`src/rtl/pompa_surucu.sv`:
```
// Pump driver: synchronises and debounces the watering request, then runs the pump under hold-off / over-run rules.
// Latency: with the FSM in IDLE, a settled request edge reaches motor_en DEBOUNCE_CYC+2 edges after the first edge that samples it.
// Backpressure: none; this is a level-driven control path that samples every cycle and never stalls.
//
// Ports:
//   clk, rst      system clock, synchronous active-high reset
//   req_in        raw watering request from the timer (asynchronous to clk)
//   fault_clr     single-cycle fault acknowledge
//   motor_en      pump relay enable
//   runLED        lit while the pump runs
//   idleLED       lit while the pump is off and no fault is latched
//   fault         latched over-run fault
//   start_count   number of pump starts since reset, saturating at 0xFFFF
module pompa_surucu #(
  parameter int unsigned DEBOUNCE_CYC = 500000,
  parameter int unsigned MIN_OFF_CYC  = 250000000,
  parameter int unsigned MAX_ON_CYC   = 1500000000
) (
  input  logic        clk,
  input  logic        rst,
  input  logic        req_in,
  input  logic        fault_clr,
  output logic        motor_en,
  output logic        runLED,
  output logic        idleLED,
  output logic        fault,
  output logic [15:0] start_count
);

  // Terminal counts; each counter matches on "last cycle" so a value N gives exactly N cycles.
  localparam logic [31:0] DB_LAST  = 32'(DEBOUNCE_CYC - 1);
  localparam logic [31:0] OFF_LAST = 32'(MIN_OFF_CYC - 1);
  localparam logic [31:0] ON_LAST  = 32'(MAX_ON_CYC - 1);

  typedef enum logic [1:0] {
    HOLDOFF = 2'd0,
    IDLE    = 2'd1,
    RUN     = 2'd2,
    FAULT   = 2'd3
  } state_t;

  // --------------------------------------------------------------------
  // Two-flop synchroniser for the asynchronous request level
  // --------------------------------------------------------------------
  logic s1;
  logic s2;

  always_ff @(posedge clk) begin
    if (rst) begin
      s1 <= 1'b0;
      s2 <= 1'b0;
    end else begin
      s1 <= req_in;
      s2 <= s1;
    end
  end

  // --------------------------------------------------------------------
  // Debounce: a new level must be seen at s2 for DEBOUNCE_CYC consecutive
  // cycles before it replaces req_stable. Any return to the current
  // stable level restarts the count.
  // --------------------------------------------------------------------
  logic        req_stable;
  logic [31:0] dcnt;

  always_ff @(posedge clk) begin
    if (rst) begin
      req_stable <= 1'b0;
      dcnt       <= 32'd0;
    end else if (s2 == req_stable) begin
      dcnt <= 32'd0;
    end else if (dcnt == DB_LAST) begin
      req_stable <= s2;
      dcnt       <= 32'd0;
    end else begin
      dcnt <= dcnt + 32'd1;
    end
  end

  // --------------------------------------------------------------------
  // Next-state decode
  // --------------------------------------------------------------------
  state_t      state;
  state_t      state_nxt;
  logic [31:0] tcnt;

  always_comb begin
    state_nxt = state;
    unique case (state)
      HOLDOFF: begin
        // The request is deliberately ignored until the rest time is over.
        if (tcnt == OFF_LAST) state_nxt = IDLE;
      end
      IDLE: begin
        if (req_stable) state_nxt = RUN;
      end
      RUN: begin
        // A request drop takes priority over a coincident timeout, so a
        // run that ends on its very last allowed cycle is not a fault.
        if (!req_stable)           state_nxt = HOLDOFF;
        else if (tcnt == ON_LAST)  state_nxt = FAULT;
      end
      FAULT: begin
        // Clearing while the timer still asks for water would restart the
        // pump into the same over-run, so the request must be gone first.
        if (fault_clr && !req_stable) state_nxt = HOLDOFF;
      end
      default: state_nxt = HOLDOFF;
    endcase
  end

  // --------------------------------------------------------------------
  // State, timer and registered outputs. Outputs decode state_nxt so they
  // switch on the same edge as the state itself.
  // --------------------------------------------------------------------
  always_ff @(posedge clk) begin
    if (rst) begin
      state       <= HOLDOFF;
      tcnt        <= 32'd0;
      motor_en    <= 1'b0;
      runLED      <= 1'b0;
      idleLED     <= 1'b1;
      fault       <= 1'b0;
      start_count <= 16'd0;
    end else begin
      state <= state_nxt;

      // Timer measures time spent in the current state.
      if (state_nxt != state) tcnt <= 32'd0;
      else                    tcnt <= tcnt + 32'd1;

      motor_en <= (state_nxt == RUN);
      runLED   <= (state_nxt == RUN);
      fault    <= (state_nxt == FAULT);
      idleLED  <= (state_nxt != RUN) && (state_nxt != FAULT);

      if (state == IDLE && state_nxt == RUN && start_count != 16'hFFFF)
        start_count <= start_count + 16'd1;
    end
  end

endmodule
```
`config.mk`:
```
export PLATFORM = sky130hd
export DESIGN_NAME = pompa_surucu
export DESIGN_NICKNAME = d
export VERILOG_FILES = /design/src/rtl/pompa_surucu.sv
export SDC_FILE = /design/constraint.sdc
export NUM_CORES = 1
export LEC_CHECK = 0
export CORE_MARGIN = 8
export CORE_UTILIZATION = 47
export DETAILED_ROUTE_END_ITERATION = 8
export PLACE_DENSITY = 0.65
export SYNTH_ARGS = -nofsm -noshare
export SYNTH_HDL_FRONTEND = slang
export SYNTH_SLANG_ARGS = --single-unit
export TNS_END_PERCENT = 10
```
`constraint.sdc`:
```
create_clock -name clk -period 2.5 [get_ports clk]
set_input_delay 0.75 -clock clk [delete_from_list [all_inputs] [get_ports clk]]
set_output_delay 0.75 -clock clk [all_outputs]
set_load 0.05 [all_outputs]
```
======== After elaboration in Yosys (flattened, before gate mapping) ========
Index checks and enable logic that the tools add are counted.
operators by class
  add/subtract/negate cells ............... 3
  multiply operators ...................... 0
  divide/modulo/power cells ............... 0
  order comparisons ....................... 0
  eq/ne operators ......................... 13
  shift-type cells ........................ 0
  muxes and demuxes ....................... 6
  bitwise logic cells ..................... 1
  reductions and logical operators ........ 9
operators by type and width
  operator                                                            count
  32-bit by 1-bit adder with 32-bit output (second input constant)    2
  32-bit by 19-bit == test with 1-bit output (second input constant)  1
  32-bit by 28-bit == test with 1-bit output (second input constant)  1
  32-bit by 31-bit == test with 1-bit output (second input constant)  1
  16-bit by 1-bit adder with 16-bit output (second input constant)    1
  16-bit != test (second input constant)                              1
  2-bit two-way mux                                                   5
  2-bit == test (second input constant)                               4
  2-bit case mux with 4 select lines                                  1
  1-bit logical AND                                                   4
  2-bit != test (second input constant)                               2
  3-bit OR reduction                                                  1
  2-bit by 1-bit == test with 1-bit output (second input constant)    1
  2-bit zero test                                                     1
  2-bit != test                                                       1
  2-bit AND reduction                                                 1
  2-bit OR reduction                                                  1
  1-bit == test                                                       1
  1-bit zero test                                                     1
  1-bit NOT                                                           1
word-level totals
  register bits after elaboration ......... 88
  latch bits .............................. 0
  memory bits (writable) .................. 0
  memory bits (read-only) ................. 0
  input bits .............................. 4
  logic and storage cells ................. 42
  memories kept ........................... 0

======== Logic depth before layout (Yosys ltp) ========
  depth after elaboration ................. 7
  mapped depth ............................ 8

======== Worst setup path before layout ========
No wires, ideal clock.
  path type ............................... reg-to-reg
  start ................................... register start_count[10]
  end ..................................... register start_count[9]
  arrival time ............................ 1.902 ns
  required time ........................... 2.377 ns
  slack ................................... 0.475 ns
  cell stages (with the launch flop) ...... 6
  clock period less this slack ............ 2.025 ns
  cell sequence ........................... dfxtp_1 > nand3_1 > nor3_2 > a211oi_2 > nand3_1 > mux2_1
on the way
  cells in the longest elaborated chain, start to end .. 2
RTL lines
  item                      line  source
  start: declaration        27    output logic [15:0] start_count
  start signal: assignment  138   start_count <= start_count + 16'd1;
  16-bit != test            137   if (state == IDLE && state_nxt == RUN && start_count != 16'hFFFF)
  1-bit logical AND         137
No other way between the ends.
A chain may end at the register's enable or synchronous reset.

======== Worst setup path in the final report ========
  start ................................... register start_count[2]
  end ..................................... output port start_count[2]
No word-level cell between the ends.

==> run metrics <==
Synth Cell Area=roughly 4300 um2; synth warn=0; nets=about 530; leakage=1.60 nW; CP max FO=6; # fillers=between 800 and 900; share of post-route cells with drive strength above 1=0.0687; Chip Width=approximately 110 um; Core Util, Final=0.533; Worst path max stage delay=about 0.85 ns; critical path startpoint category=flop; Final Critical Period=about 2.4 ns; CP Class=reg -> out; Critical R2R Capture=tcnt[23]$_SDFF_PP0_; clock-pin slew on the worst setup and hold paths=approximately 0.090 ns; die area=12500 um2; Synth cell types=53; final setup violation count=0; initial DRC count=about 180; height of the die=about 110 um; Pre-Repair DR Iteration Count=4; vias in the first global route=3448; Yosys top cell by area=dfxtp_1; Fin Setup TNS=0 ns; Residual DRC=0; Async SR Flop Fraction=0; Slew @ Worst Pin=between 0.5 and 0.6 ns; Reg-to-Reg Start=req_stable$_SDFFE_PP0P_; status=finished clean; Req. time, crit path=1.75 ns; via count=around 3.5k; RSZ-0062 raised after global routing=false; buffers plus inverters on the worst setup path=1; Synth top area share=0.409; H-tree levels=3; ys flop type=dfxtp_1; Final Slew Violations=0; Total GRT Usage=0.150; io pins=24; setup bufs post-CTS=0; # hold bufs at CTS=0; I/O Buffers=23; Placer Congestion=around 0.85; area grow syn2layout=12.0%; ranking of synthesized cells by area=dfxtp_1 (41%), xnor2_1 (8.7%), nor2_1 (8.3%); Pwr Density=539 nW/um2; final worst-path cycle share=0.964; row count=35; FMAX=415 MHz; dpl hpwl=around 6 mm; Clk Latency, worst-skew pair=0.36 ns; Hold Fails Final Rpt=0; total gr overflow=0; Wirelength per Cell=between 10 and 15 um; post-synthesis sequential area ratio=0.409; clk sinks=88; hold path depth=1; Longest Clk Path Bufs=2; Peak VDD IR=around 0.28 mV; Starting Density=0.476; Mapped Avg Cell Area=8.66 um2; HP Class=reg -> reg; MaxCap Viol Count=0; Via density=~5.5; Cells after Synth=498; Clk Tree Root Cell=clkbuf_8; Worst Hold End=s2$_SDFF_PP0_; worst reg-to-reg path cell count=5; cell family with most CP delay=buffers and inverters; Synth Net Count=~510; initial antenna violation count=0; critical path, cell by cell=clkdlybuf4s50_1; first-pass GRT wire length=about 16 mm; Worst Skew=roughly 0.007 ns; CTS Buf Count=9; EDFF count, synth=0; largest net degree at the start of global routing=33; Antenna Cells=0; Worst R2R Setup Slack=between 0.5 and 0.6 ns; CP endpoint kind=output port; crit path DAT=1.66 ns; Core Region=between 9000 and 10000 um2; antenna-violating nets left=0; TritonCTS clock tree=built; Seq cells post-synth=88; beginning of the worst hold path=s1$_SDFF_PP0_; routed wire length=around 9.0 mm; Max stage delay cell, worst path=clkdlybuf4s50_1; worst rel slew slack=0.618
-- worst max-delay path by stage --
stage | from | to | slack [ns] | cells past startpoint
3_3_place_gp | fault_clr | tcnt[31]$_SDFF_PP0_ | 0.15 | 6
5_1_grt | start_count[2]$_SDFFE_PP0P_ | start_count[2] | 0.01 | 1
4_1_cts | start_count[6]$_SDFFE_PP0P_ | start_count[6] | 0.02 | 1
6_report | start_count[2]$_SDFFE_PP0P_ | start_count[2] | 0.09 | 1
3_5_place_dp | fault_clr | tcnt[31]$_SDFF_PP0_ | 0.09 | 6
2_1_floorplan | start_count[10]$_SDFFE_PP0P_ | start_count[9]$_SDFFE_PP0P_ | 0.47 | 5
-- state kept, by name, indices dropped and copies added, names as in the netlist --
signal,flops
dcnt,32
fault,1
idleLED,1
req_stable,1
runLED,1
s1,1
s2,1
start_count,16
state,2
tcnt,32
-- per-stage QoR --
step / power [mW] / cells / worst slack, ns / hold slack [ns] / instance area (um2)
floorplan: 1.53 / 498 / 0.475 / 0.411 / 4310
global placement: 1.54 / 619 / 0.150 / 0.419 / 4600
detailed placement: 1.54 / 619 / 0.0928 / 0.436 / 4600
CTS: 2.64 / 635 / 0.0210 / 0.446 / 4820
global route: 2.70 / 635 / 0.0116 / 0.461 / 4830
finish: 2.60 / 635 / 0.0902 / 0.440 / 4830
-- power by group --
part	internal [mW]	leakage [nW]	switching (mW)
combinational	0.0318	0.783	0.0373
sequential	1.42	0.710	0.0206
clock	0.568	0.103	0.526
-- cell type report --
| type | instances | area (um2) | area share |
|---|---|---|---|
| multi-input cells | 378 | 2370 | 0.492 |
| repair buffers | 31 | 290 | 0.0601 |
| inverters | 11 | 41.3 | 0.00855 |
| well taps | 111 | 139 | 0.0288 |
| clock inverters | 6 | 92.6 | 0.0192 |
| flip-flops and latches | 88 | 1760 | 0.365 |
| clock buffers | 10 | 128 | 0.0264 |
-- synthesized netlist by cell type (3+ instances only) --
master,n
nand3_1,39
a2111oi_0,3
and3_1,15
o211ai_1,4
xnor2_1,43
nor4b_1,6
inv_1,11
ha_1,3
dfxtp_1,88
and4_1,8
or4_1,4
xor2_1,28
o21ai_0,3
nand4_1,17
and2_1,3
nand2_1,31
buf_2,8
a211oi_1,3
nor4_1,17
buf_6,5
clkbuf_1,4
mux2i_1,3
nor2_1,95
nor2b_1,8
nor3_1,12
-- kinds of logic (layout without fill, tap and decap cells) --
family	count (synthesis)	count (layout)	synth area share
adders and majority gates	3	3	0.00871
muxes	4	4	0.00958
xor gates and xnor gates	71	71	0.144
buffers and inverters	32	58	0.0403
and+or+nand+nor	275	275	0.340
DFF	88	88	0.409
AOI/OAI and AO/OA	25	25	0.0479
-- metal layers --
layer / track usage / vias to the layer above / wire [um] / share of wire
met3: 0.0455 / 14 / 369 / 0.041
met1: 0.178 / 1620 / 4220 / 0.47
met4: 0.0538 / 0 / 146 / 0.016
li1: - / 1780 / - / -
met2: 0.251 / 55 / 4250 / 0.47
met5: 0 / - / 0 / 0
-- layout by cell type (no fill, tap or decap), drive strengths merged, types with 15 or more instances in the layout --
cell and count:
and3 15, clkdlybuf4s50 21, dfxtp 88, nand2 31, nand3 40, nand4 20, nor2 96, nor4 19
xnor2 43, xor2 28
-- what timing repair did --
action / CTS / global route
endpoints found under the hold margin: 0 / 0
setup endpoints to repair: 0 / 1
gates resized for setup: 0 / 1
Note: power is estimated with default switching activity, not from simulation.
